==> src/rtl/upbus_arb.sv <==
// upbus_arb: round-robin arbiter sharing one single-beat register bus among NREQ masters.
// Optional upack timeout is compiled in with `define UPBUS_TOUT_EN.
module upbus_arb #(
  parameter int unsigned NREQ = 2,
  parameter int unsigned CPUW = 8,
  parameter int unsigned ADRW = 8,
  parameter int unsigned TOUT = 15
) (
  input  logic                 clk,
  input  logic                 rst_n,
  input  logic [NREQ-1:0]      req,
  input  logic [NREQ-1:0]      rnw,
  input  logic [NREQ*ADRW-1:0] req_adr,
  input  logic [NREQ*CPUW-1:0] req_wdat,
  output logic [NREQ-1:0]      ack,
  output logic [CPUW-1:0]      rdat,
  output logic                 err,
  output logic [NREQ-1:0]      gnt,
  output logic                 upen,
  output logic                 upws,
  output logic                 uprs,
  output logic [ADRW-1:0]      upadr,
  output logic [CPUW-1:0]      updi,
  input  logic [CPUW-1:0]      updo,
  input  logic                 upack
);

  localparam int unsigned IDXW = (NREQ > 1) ? $clog2(NREQ) : 1;
  localparam int unsigned SUMW = IDXW + 1;

  typedef enum logic [1:0] {S_IDLE, S_ACC, S_DONE} state_t;

  state_t            r_state;
  logic [NREQ-1:0]   r_gnt;
  logic [NREQ-1:0]   r_ack;
  logic [IDXW-1:0]   r_last;
  logic [IDXW-1:0]   r_win;
  logic [CPUW-1:0]   r_rdat;
  logic [CPUW-1:0]   r_updi;
  logic [ADRW-1:0]   r_upadr;
  logic              r_upen;
  logic              r_upws;
  logic              r_uprs;

  logic [2*NREQ-1:0] w_req2;
  logic [NREQ-1:0]   w_rot;
  logic [SUMW-1:0]   w_shift;
  logic [SUMW-1:0]   w_sum;
  logic [IDXW-1:0]   w_off;
  logic [IDXW-1:0]   w_win;
  logic              w_rnw;
  logic [ADRW-1:0]   w_adr;
  logic [CPUW-1:0]   w_wdat;
  logic              w_tout;

  // Rotate requests so the index after the last winner sits at bit 0, then take the lowest set bit.
  always_comb begin
    w_req2  = {req, req};
    w_shift = SUMW'(r_last) + SUMW'(1);
    w_rot   = NREQ'(w_req2 >> w_shift);
    w_off   = '0;
    for (int i = int'(NREQ) - 1; i >= 0; i--) begin
      if (w_rot[i]) w_off = IDXW'(i);
    end
    w_sum = w_shift + SUMW'(w_off);
    w_win = (w_sum >= SUMW'(NREQ)) ? IDXW'(w_sum - SUMW'(NREQ)) : IDXW'(w_sum);
  end

  always_comb begin
    w_rnw  = 1'b0;
    w_adr  = '0;
    w_wdat = '0;
    for (int i = 0; i < int'(NREQ); i++) begin
      if (w_win == IDXW'(i)) begin
        w_rnw  = rnw[i];
        w_adr  = req_adr[i*ADRW +: ADRW];
        w_wdat = req_wdat[i*CPUW +: CPUW];
      end
    end
  end

`ifdef UPBUS_TOUT_EN
  localparam int unsigned CNTW = $clog2(TOUT + 1);

  logic [CNTW-1:0] r_cnt;
  logic [CNTW-1:0] w_cnt_nxt;
  logic            r_err;

  assign w_cnt_nxt = r_cnt + CNTW'(1);
  assign w_tout    = (w_cnt_nxt == CNTW'(TOUT));

  // Counts ACC cycles without upack; held at zero outside ACC so it is clear on entry.
  always_ff @(posedge clk or negedge rst_n) begin
    if (!rst_n) begin
      r_cnt <= '0;
      r_err <= 1'b0;
    end else begin
      r_err <= (r_state == S_ACC) && !upack && w_tout;
      if (r_state == S_ACC) r_cnt <= w_cnt_nxt;
      else                  r_cnt <= '0;
    end
  end

  assign err = r_err;
`else
  assign w_tout = 1'b0;
  assign err    = 1'b0;
`endif

  always_ff @(posedge clk or negedge rst_n) begin
    if (!rst_n) begin
      r_state <= S_IDLE;
      r_gnt   <= '0;
      r_ack   <= '0;
      r_rdat  <= '0;
      r_upen  <= 1'b0;
      r_upws  <= 1'b0;
      r_uprs  <= 1'b0;
      r_upadr <= '0;
      r_updi  <= '0;
      r_win   <= '0;
      r_last  <= IDXW'(NREQ - 1);
    end else begin
      r_ack  <= '0;
      r_rdat <= '0;
      case (r_state)
        S_IDLE: begin
          if (|req) begin
            r_gnt   <= NREQ'(1) << w_win;
            r_win   <= w_win;
            r_upadr <= w_adr;
            r_updi  <= w_wdat;
            r_upen  <= 1'b1;
            r_upws  <= !w_rnw;
            r_uprs  <= w_rnw;
            r_state <= S_ACC;
          end
        end
        S_ACC: begin
          // A real upack wins over a timeout landing on the same edge.
          if (upack || w_tout) begin
            r_ack   <= r_gnt;
            r_rdat  <= upack ? (r_uprs ? updo : '0) : '1;
            r_gnt   <= '0;
            r_upen  <= 1'b0;
            r_upws  <= 1'b0;
            r_uprs  <= 1'b0;
            r_upadr <= '0;
            r_updi  <= '0;
            r_last  <= r_win;
            r_state <= S_DONE;
          end
        end
        S_DONE:  r_state <= S_IDLE;
        default: r_state <= S_IDLE;
      endcase
    end
  end

  assign ack   = r_ack;
  assign rdat  = r_rdat;
  assign gnt   = r_gnt;
  assign upen  = r_upen;
  assign upws  = r_upws;
  assign uprs  = r_uprs;
  assign upadr = r_upadr;
  assign updi  = r_updi;

endmodule

==> config.mk <==
export PLATFORM = sky130hd
export DESIGN_NAME = upbus_arb
export DESIGN_NICKNAME = d
export VERILOG_FILES = /design/src/rtl/upbus_arb.sv
export SDC_FILE = /design/constraint.sdc
export NUM_CORES = 1
export LEC_CHECK = 0
export ABC_AREA = 1
export CAP_MARGIN = 30
export CORE_ASPECT_RATIO = 1.4
export CORE_MARGIN = 5
export CORE_UTILIZATION = 43
export DETAILED_ROUTE_END_ITERATION = 12
export GPL_TIMING_DRIVEN = 0
export MAX_ROUTING_LAYER = met4
export PLACE_DENSITY_LB_ADDON = 0.25
export RECOVER_POWER = 100
export SLEW_MARGIN = 10
export SYNTH_ARGS = -nofsm -noshare
export SYNTH_HDL_FRONTEND = slang
export SYNTH_SLANG_ARGS = --single-unit
==> constraint.sdc <==
create_clock -name clk -period 3.3 [get_ports clk]
set_input_delay 0.33 -clock clk [delete_from_list [all_inputs] [get_ports clk]]
set_output_delay 0.33 -clock clk [all_outputs]
set_load 0.01 [all_outputs]
==> qor.yml <==
setup_path:
  critPathMostFrequentCell: "nand2_1"
  cp_slowest_cell: "dlygate4sd3_1"
  critPathMaxFanout: 10
  critPathCaptureType: "flip-flop"
  crit_type: "input port to flip-flop"
  critPathLaunchType: "input port"
  critPathMaxStageDelay_ns: 0.56
  worst_ep_required_time_ns: 3.51
  crit_chain: "dlygate4sd3_1 -> nand2_1 -> nand2_1 -> nand2_1 -> clkbuf_1 -> nand2_1 -> o21ai_1"
  critical_path_arrival_ns: 2.08
clock_network:
  cts_hold_buf: 0
  post-cts-setup-buffer-count: 0
  clk_path_buf_depth: 2
  cts_htree_levels: 2
  numCtsBuffers: 5
  cts_tree: "done"
  clock_sink_total: 35
  cts.repair.resized: 0
  clkTransAtPathRegs_ns: 0.07
  cts_root_buffer: "clkbuf_8"
  clkLatencyLatePin_ns: 0.28
sta:
  final_hold_viol_count: 0
  setup_viol: 0
  maxSlewViolCount: 36
  worst_slew_margin_rel_pct: -25.2
  worst-slew-pin-transition_ns: 1.88
  period_needed_ns: 1.87
  hold_slack_ns: 0.404
  fin_crit_sh_pct: 56.8
  rsz0062_at_grt: "false"
  fin_skew_ns: 0.00278
  fmaxAchievable_mhz: 533
  fin_tns_setup_ns: 0
min_path:
  worstHoldPathType: "input port to flip-flop"
finish:
  fill_cells: 314
  most_frequent_standard_cell_in_the_layout_excluding_fill_and_tap_cells: "nand3_1"
  layout-area-overhead-vs-synth_pct: 53.7
  diodes: 0
  mostFrequentLayoutCells: "44 x nand3_1, 42 x clkdlybuf4s50_1, 39 x nand2_1, 34 x dfrtp_1, 33 x dlygate4sd3_1"
  num-nets-final: 312
  post_route_cells_drive_above_1_share_pct: 6.77
detailed_routing:
  ant_nets: 0
  drt_first_iter_violations: 77
  dr.pass1.iters: 5
  remaining_drc_errors: 0
  routed_wire_length_per_instance_um: 13.2
  viasPerCell: 4.77
  wirelength_mm: 4.07
  via_count: 1470
run_status:
  status: "complete, but fails checks"
  failed_checks: "capacitance limit, slew limit"
floorplanning:
  initial_core_util_pct: 44.2
  rows: 26
  pin_count: 79
  coreArea_sq_um: 3640
  die_height_um: 82.4
  die_outline_area_sq_um: 5090
  die_width_um: 61.7
grt:
  number_of_global_route_vias_before_repair: 1504
  grt_start_max_net_pins: 36
  globalRoute.totalOverflow: 0
  antenna_found_initial: 0
  grt.total_usage_pct: 18.2
  grt_first_pass_wirelength_mm: 6.60
synthesis:
  synth.ff_latch_count: 35
  netlist-cell-type-count: 24
  synthesis.yosys.warnings: 0
  syn_area_sq_um: 1610
  synth-seq-area-share_pct: 54.4
  netlist_instances: 182
  syn_avg_cell_area_sq_um: 8.85
  postSynthNetCount: 229
placement:
  place_hpwl_mm: 3.09
  gpl.final_weighted_congestion: 0.805
  io_buffers: 76
power_and_ir_drop:
  power.leakage_nw: 1.27
  worst_ir_drop_vdd_uv: 414
  power_density_nw_per_um2: 741
job:
  maxcap_viol_count: 1
[critical path: cells and delay by family]
family / cells / cell delay [ns]
buffers and inverters: 2 / 0.97
AO/OA/AOI/OAI: 1 / 0.10
AND/OR/NAND/NOR: 4 / 0.68
[cells in the mapped netlist, drive strengths merged]
| master | number | share of area, % |
|---|---|---|
| conb | 1 | 0.23 |
| inv | 22 | 5.3 |
| o21ai | 3 | 0.93 |
| o22ai | 1 | 0.39 |
| a21oi | 1 | 0.31 |
| nand4 | 6 | 2.3 |
| dfrtp | 34 | 53 |
| buf | 8 | 5.1 |
| o31ai | 1 | 0.47 |
| nand2 | 40 | 11 |
| nor2 | 15 | 4.1 |
| dfstp | 1 | 1.6 |
| clkinv | 5 | 1.2 |
| nand3 | 44 | 14 |
[flip-flops by register name, summed over array words and instances, names as in the netlist]
register,flops
rdat,8
upadr,8
updi,8
ack,2
gnt,2
r_state,2
r_last,1
r_win,1
upen,1
uprs,1
upws,1
[power breakdown]
part           total [W]  internal [W]  leakage (nW)  switching [W]
Sequential      0.000658      0.000581         0.449      0.0000768
Clock           0.000336      0.000190        0.0515       0.000146
Combinational   0.000841      0.000382         0.765       0.000458
Total            0.00184       0.00115          1.27       0.000681
[kinds of logic (layout without fill, tap and decap cells)]
kind of cell / Yosys count / count (layout) / synth area share [%]
and+or+nand+nor: 105 / 105 / 31.7
DFF: 35 / 35 / 54.4
buffers and inverters: 35 / 119 / 11.6
AOI/OAI and AO/OA: 6 / 6 / 2.10
other: 1 / 1 / 0.233
[final cells by class]
cell class	count	area, sq um	share of cell area (%)
Tap cell	42	52.6	2.12
Multi-Input combinational cell	112	526	21.2
Buffer	8	63.8	2.58
Sequential cell	35	877	35.4
Inverter	27	104	4.19
Clock buffer	8	100	4.04
Timing Repair Buffer	76	754	30.5
[path summary, 6_finish.rpt]
| check | from | end | slack, ns | cells after the start |
|---|---|---|---|---|
| hold / removal | req[1] | updi[5]$_DFFE_PN0P_ | 0.40 | 5 |
| setup / recovery | req[0] | gnt[1]$_DFFE_PN0P_ | 1.43 | 7 |
| min in group asynchronous | rst_n | rdat[0]$_DFF_PN0_ | 0.56 | 1 |
| hold reg to reg | upen$_DFFE_PN0P_ | upen$_DFFE_PN0P_ | 0.48 | 2 |
| max in group asynchronous | rst_n | updi[0]$_DFFE_PN0P_ | 1.67 | 1 |
| setup reg to reg | r_state[1]$_DFFE_PN0P_ | updi[2]$_DFFE_PN0P_ | 1.55 | 6 |
[metal layers]
layer  global-route usage [%]  vias to the layer above  wire [um]
met5                        -                        -          0
met4                     5.73                        0         46
met3                     5.60                        5        382
met2                     32.4                       57       2040
met1                     18.7                      659       1600
li1                         -                      749          -
[stage by stage]
| stage | cell area (sq um) | util (%) | total power [W] | cells | worst slack (ns) |
|---|---|---|---|---|---|
| 2_1_floorplan | 1610 | - | 0.00118 | 182 | 2.07 |
| 3_3_place_gp | 2420 | 66.6 | 0.00160 | 300 | 1.14 |
| 3_5_place_dp | 2420 | 66.4 | 0.00161 | 300 | 1.58 |
| 4_1_cts | 2520 | 69.2 | 0.00195 | 308 | 1.74 |
| 5_1_grt | 2480 | 68.0 | 0.00199 | 308 | 1.18 |
| 6_report | 2480 | 68.0 | 0.00184 | 308 | 1.43 |
Note: power is estimated with default switching activity, not from simulation.
